===== src/rtl/sha256_round_ctrl.sv =====
// rtl/sha256_round_ctrl.sv - SHA-256 block sequencer: load, timed rounds, H fold, digest handshake
// Moore controller; every output decodes from registered state and counters only.
module sha256_round_ctrl #(
  parameter int unsigned ROUND_CYCLES = 2,
  parameter int unsigned NUM_ROUNDS   = 64
) (
  input  logic       clk_i,
  input  logic       rst_ni,
  input  logic       blk_valid_i,
  input  logic       blk_first_i,
  output logic       blk_ready_o,
  input  logic       abort_i,
  output logic       ld_w_o,
  output logic       ld_state_o,
  output logic       h_init_o,
  output logic       rnd_en_o,
  output logic       sched_en_o,
  output logic       w_ext_o,
  output logic [5:0] rnd_idx_o,
  output logic       add_h_o,
  output logic       dig_valid_o,
  input  logic       dig_ready_i,
  output logic       busy_o
);

  localparam logic [2:0] S_IDLE  = 3'd0;
  localparam logic [2:0] S_LOAD  = 3'd1;
  localparam logic [2:0] S_ROUND = 3'd2;
  localparam logic [2:0] S_FINAL = 3'd3;
  localparam logic [2:0] S_DONE  = 3'd4;

  localparam logic [1:0] PH_LAST  = 2'(ROUND_CYCLES - 1);
  localparam logic [5:0] IDX_LAST = 6'(NUM_ROUNDS - 1);

  logic [2:0] state_q, state_d;
  logic [1:0] phase_q, phase_d;
  logic [5:0] idx_q, idx_d;
  logic       first_q, first_d;

  always_comb begin
    state_d = state_q;
    phase_d = phase_q;
    idx_d   = idx_q;
    first_d = first_q;
    case (state_q)
      S_IDLE: begin
        if (blk_valid_i) begin
          state_d = S_LOAD;
          first_d = blk_first_i;
        end
      end
      S_LOAD: begin
        state_d = S_ROUND;
        phase_d = 2'd0;
        idx_d   = 6'd0;
      end
      S_ROUND: begin
        // The last phase of a round is the commit cycle; the index advances only after it.
        if (phase_q == PH_LAST) begin
          phase_d = 2'd0;
          if (idx_q == IDX_LAST) begin
            state_d = S_FINAL;
          end else begin
            idx_d = idx_q + 6'd1;
          end
        end else begin
          phase_d = phase_q + 2'd1;
        end
      end
      S_FINAL: state_d = S_DONE;
      S_DONE: begin
        if (dig_ready_i) begin
          state_d = S_IDLE;
        end
      end
      default: begin
        state_d = S_IDLE;
        phase_d = 2'd0;
        idx_d   = 6'd0;
      end
    endcase
    // Abort overrides any transition once a block has been taken.
    if (abort_i && (state_q != S_IDLE)) begin
      state_d = S_IDLE;
      phase_d = 2'd0;
      idx_d   = 6'd0;
    end
  end

  always_ff @(posedge clk_i or negedge rst_ni) begin
    if (!rst_ni) begin
      state_q <= S_IDLE;
      phase_q <= 2'd0;
      idx_q   <= 6'd0;
      first_q <= 1'b0;
    end else begin
      state_q <= state_d;
      phase_q <= phase_d;
      idx_q   <= idx_d;
      first_q <= first_d;
    end
  end

  assign blk_ready_o = (state_q == S_IDLE);
  assign ld_w_o      = (state_q == S_LOAD);
  assign ld_state_o  = (state_q == S_LOAD);
  assign h_init_o    = (state_q == S_LOAD) && first_q;
  assign rnd_en_o    = (state_q == S_ROUND) && (phase_q == PH_LAST);
  assign sched_en_o  = (state_q == S_ROUND) && (phase_q == PH_LAST);
  assign w_ext_o     = (state_q == S_ROUND) && (idx_q >= 6'd16);
  assign rnd_idx_o   = idx_q;
  assign add_h_o     = (state_q == S_FINAL);
  assign dig_valid_o = (state_q == S_DONE);
  assign busy_o      = (state_q != S_IDLE);

endmodule

===== config.mk =====
export PLATFORM = sky130hd
export DESIGN_NAME = sha256_round_ctrl
export DESIGN_NICKNAME = d
export VERILOG_FILES = /design/src/rtl/sha256_round_ctrl.sv
export SDC_FILE = /design/constraint.sdc
export NUM_CORES = 1
export LEC_CHECK = 0
export ABC_AREA = 1
export BUFFER_PORTS_ARGS = -buffer_cell sky130_fd_sc_hd__buf_2
export CELL_PAD_IN_SITES_DETAIL_PLACEMENT = 0
export CELL_PAD_IN_SITES_GLOBAL_PLACEMENT = 1
export CORE_MARGIN = 5
export CORE_UTILIZATION = 37
export CTS_BUF_LIST = sky130_fd_sc_hd__clkbuf_4 sky130_fd_sc_hd__clkbuf_8 sky130_fd_sc_hd__clkbuf_16
export DETAILED_ROUTE_END_ITERATION = 10
export PLACE_DENSITY = 0.87
export REMOVE_ABC_BUFFERS = 1
export SETUP_SLACK_MARGIN = 0.15
export SYNTH_ARGS = -nofsm -noshare
export SYNTH_HDL_FRONTEND = slang
export SYNTH_SLANG_ARGS = --single-unit

===== constraint.sdc =====
create_clock -name clk_i -period 3.3 [get_ports clk_i]
set_input_delay 0.66 -clock clk_i [delete_from_list [all_inputs] [get_ports clk_i]]
set_output_delay 0.66 -clock clk_i [all_outputs]
set_load 0.01 [all_outputs]

==> summary.md <==
| Metric | Value |
|---|---|
| R2R Setup Slk | 1910 ps |
| R2R Path Start | rnd_idx_o[0] |
| Number of max-cap violations | 0 |
| Starting Density | 0.388 |
| Bufs on Longest Clock Path | 2 |
| Clk slew on worst S/H paths | 80 ps |
| Main area contributors after synthesis | dfrtp_1 39%, nand2_1 19%, nor2_1 8.4% |
| Wirelength per Cell | 10.7 um |
| Filler-free cell count of the finished design | 162 |
| Slowest cell on the critical path | dfrtp_1 |
| Die Y-Extent | 55.3 um |
| Worst-Skew Late Latency | 280 ps |
| DP Wirelength | 1360 um |
| HP Class | in2async |
| Setup Slack @ Placement | 1600 ps |
| Clock root buffer | clkbuf_4 |
| VDD IR-drop max | 276 uV |
| Top Ports | 22 |
| Post-CTS setup buffers | 0 |
| Seq/Total Area, Yosys | 0.395 |
| Drc violations | 0 |
| Synth unique cells | 20 |
| First-pass GRT wire length | 2870 um |
| WP data arrival | 1350 ps |
| Type of origin of the critical path | register |
| Post-CTS sizing | 0 |
| Critical Path End Type | primary output |
| Reg2Reg Depth | 8 |
| Yosys top cell area share | 0.395 |
| Max Freq | 498 MHz |
| Via count | 747 |
| Vias in the first global route | 667 |
| Gpl congestion | 0.756 |
| Area of the multi-input gates | 382 um^2 |
| Syn avg cell area | 6.79 um^2 |
| PortBufs | 21 |
| Internal | 0.000346 W |
| Final min period | 2010 ps |
| Cell Area, Placed | 885 um^2 |
| Cell Chain, Critical Path | nor3_1 > inv_1 > nor2_1 > buf_2 |
| Initial antenna violation count | 0 |
| Clock sink total | 12 |
| Mapped Area | 761 um^2 |
| Core Rows | 16 |
| Tcrit/Tclk final | 0.609 |
| FF+latch count, synth | 12 |
| Gr ovfl total | 0 |
| FILL cells | 229 |
| Most common cell after layout, fill and taps aside | nand2_1 |
| Worst path required time | 2640 ps |
| Post-route worst setup slack | 1290 ps |
| Final Cell Area | 921 um^2 |
| Layout cell share with drive strength beyond 1 | 0.267 |
| Core area | 1960 um^2 |
| Total global-route track usage | 0.119 |
| Drt pass-1 iters | 4 |
| Yosys top cell by area | dfrtp_1 |
| Worst setup path class | reg2out |
| Syn Inst Count | 112 |
| Final #Nets | 143 |
| Initial DRC Count | 17 |
| Clock power frac | 0.189 |
| Combinational power share | 0.478 |
| Power Dens Cells | 683 nW/um^2 |
| Post-Place Cells | 158 |
| Switching pwr | 0.000283 W |
| Switching share of power | 0.450 |
| Worst-Margin Slew | 287 ps |
| Antenna cells | 0 |
| RR Endpoint | rnd_idx_o[2] |
| Detail-routed via count per cell | 4.61 |
| Outcome | finished, final reports clean |
| RSZ-0062 raised after global routing | no |
| Critical Path Fanout Max | 6 |
| CTS tree | yes |
| Synth warn | 0 |
| Sequential power share | 0.333 |
| WL final | 1740 um |
| Commonest cells after routing, fill and taps aside | 38 x nand2_1, 21 x buf_2, 17 x nor2_1 |
| P&R area growth vs syn | 21.1% |
| Num CTS Buffers | 3 |
| Fin Setup TNS | 0 ps |
| ANT nets after route | 0 |
| Die ar. | 3060 um^2 |
| Final hold vios | 0 |
| WHS | 240 ps |
| Pleak | 0.537 nW |
| Slew Limit Fails | 0 |
| Final clock skew | 13.5 ps |
| Largest net degree at the start of global routing | 13 |
| Slowest stage delay, CP | 450 ps |
| Slew HR | 0.808 |
| H-tree Lvls | 1 |
| CTS Hold Bufs | 0 |
| Reg area | 300 um^2 |
| Die Span X | 55.3 um |
| Final Setup Violations | 0 |
-- area by class of cell --
cell class,count,share of cell area
repair buffers,21,0.114
well taps,27,0.0367
multi-input cells,81,0.414
flip-flops and latches,12,0.326
inverters,17,0.0693
clock buffers,4,0.0394
-- metal layers --
| layer | up-vias | part of all wire | global-route usage |
|---|---|---|---|
| met5 | - | 0 | 0 |
| met4 | 0 | 0.023 | 0.0729 |
| met3 | 5 | 0.062 | 0.0373 |
| met2 | 20 | 0.46 | 0.188 |
| met1 | 338 | 0.45 | 0.141 |
| li1 | 384 | - | - |
-- state kept, by name (all words and copies together), names as in the netlist --
signal     count
first_q        1
rnd_idx_o      6
phase_q        2
state_q        3
-- kinds of logic (layout without fill, tap and decap cells) --
kind of cell / after synthesis / after routing / synth area share
and+or+nand+nor: 73 / 73 / 0.434
buffers and inverters: 19 / 42 / 0.104
DFF: 12 / 12 / 0.395
AOI/OAI and AO/OA: 6 / 6 / 0.0395
adders and majority gates: 1 / 1 / 0.0164
xor gates and xnor gates: 1 / 1 / 0.0115
-- cell usage after synthesis --
library cell,count
nand2_1,38
nor2_1,17
inv_1,15
dfrtp_1,12
nand3_1,4
o21ai_0,4
nand2_2,3
a21oi_1,2
buf_4,2
inv_2,2
nand3_2,2
nor2_2,2
nor3_1,2
ha_1,1
nand2_4,1
nand4_1,1
nor2_4,1
nor3b_1,1
or2_1,1
xor2_1,1
-- worst max-delay path, delay by kind of cell (launching register included) --
kind / cells / cell delay, ps
simple gates: 2 / 400
buf+inv: 2 / 230
flops: 1 / 450
-- worst max-delay path by stage --
stage               startpoint       end  slack, ps
global route        state_q[1]  h_init_o       1150
CTS                 state_q[1]  h_init_o       1290
detailed placement  state_q[1]  h_init_o       1600
global placement    state_q[1]  h_init_o       1650
floorplan           state_q[1]  h_init_o       1340
finish              state_q[1]  h_init_o       1290
-- power groups by stage --
stage / Sequential (W) / Combinational (W) / Clock [W]
5_1_grt: 0.000215 / 0.000342 / 0.000129
6_report: 0.000209 / 0.000301 / 0.000119
3_5_place_dp: 0.000213 / 0.000307 / 0
2_1_floorplan: 0.000209 / 0.000211 / 0
3_3_place_gp: 0.000210 / 0.000305 / 0
4_1_cts: 0.000210 / 0.000308 / 0.000123
-- metrics by stage --
step,total power (W),utilization
after floorplan,0.000421,-
after global routing,0.000686,0.469
after detailed placement,0.000520,0.451
after global placement,0.000514,0.451
after CTS,0.000641,0.469
final,0.000629,0.469
Power figures use the tool's default switching activity.
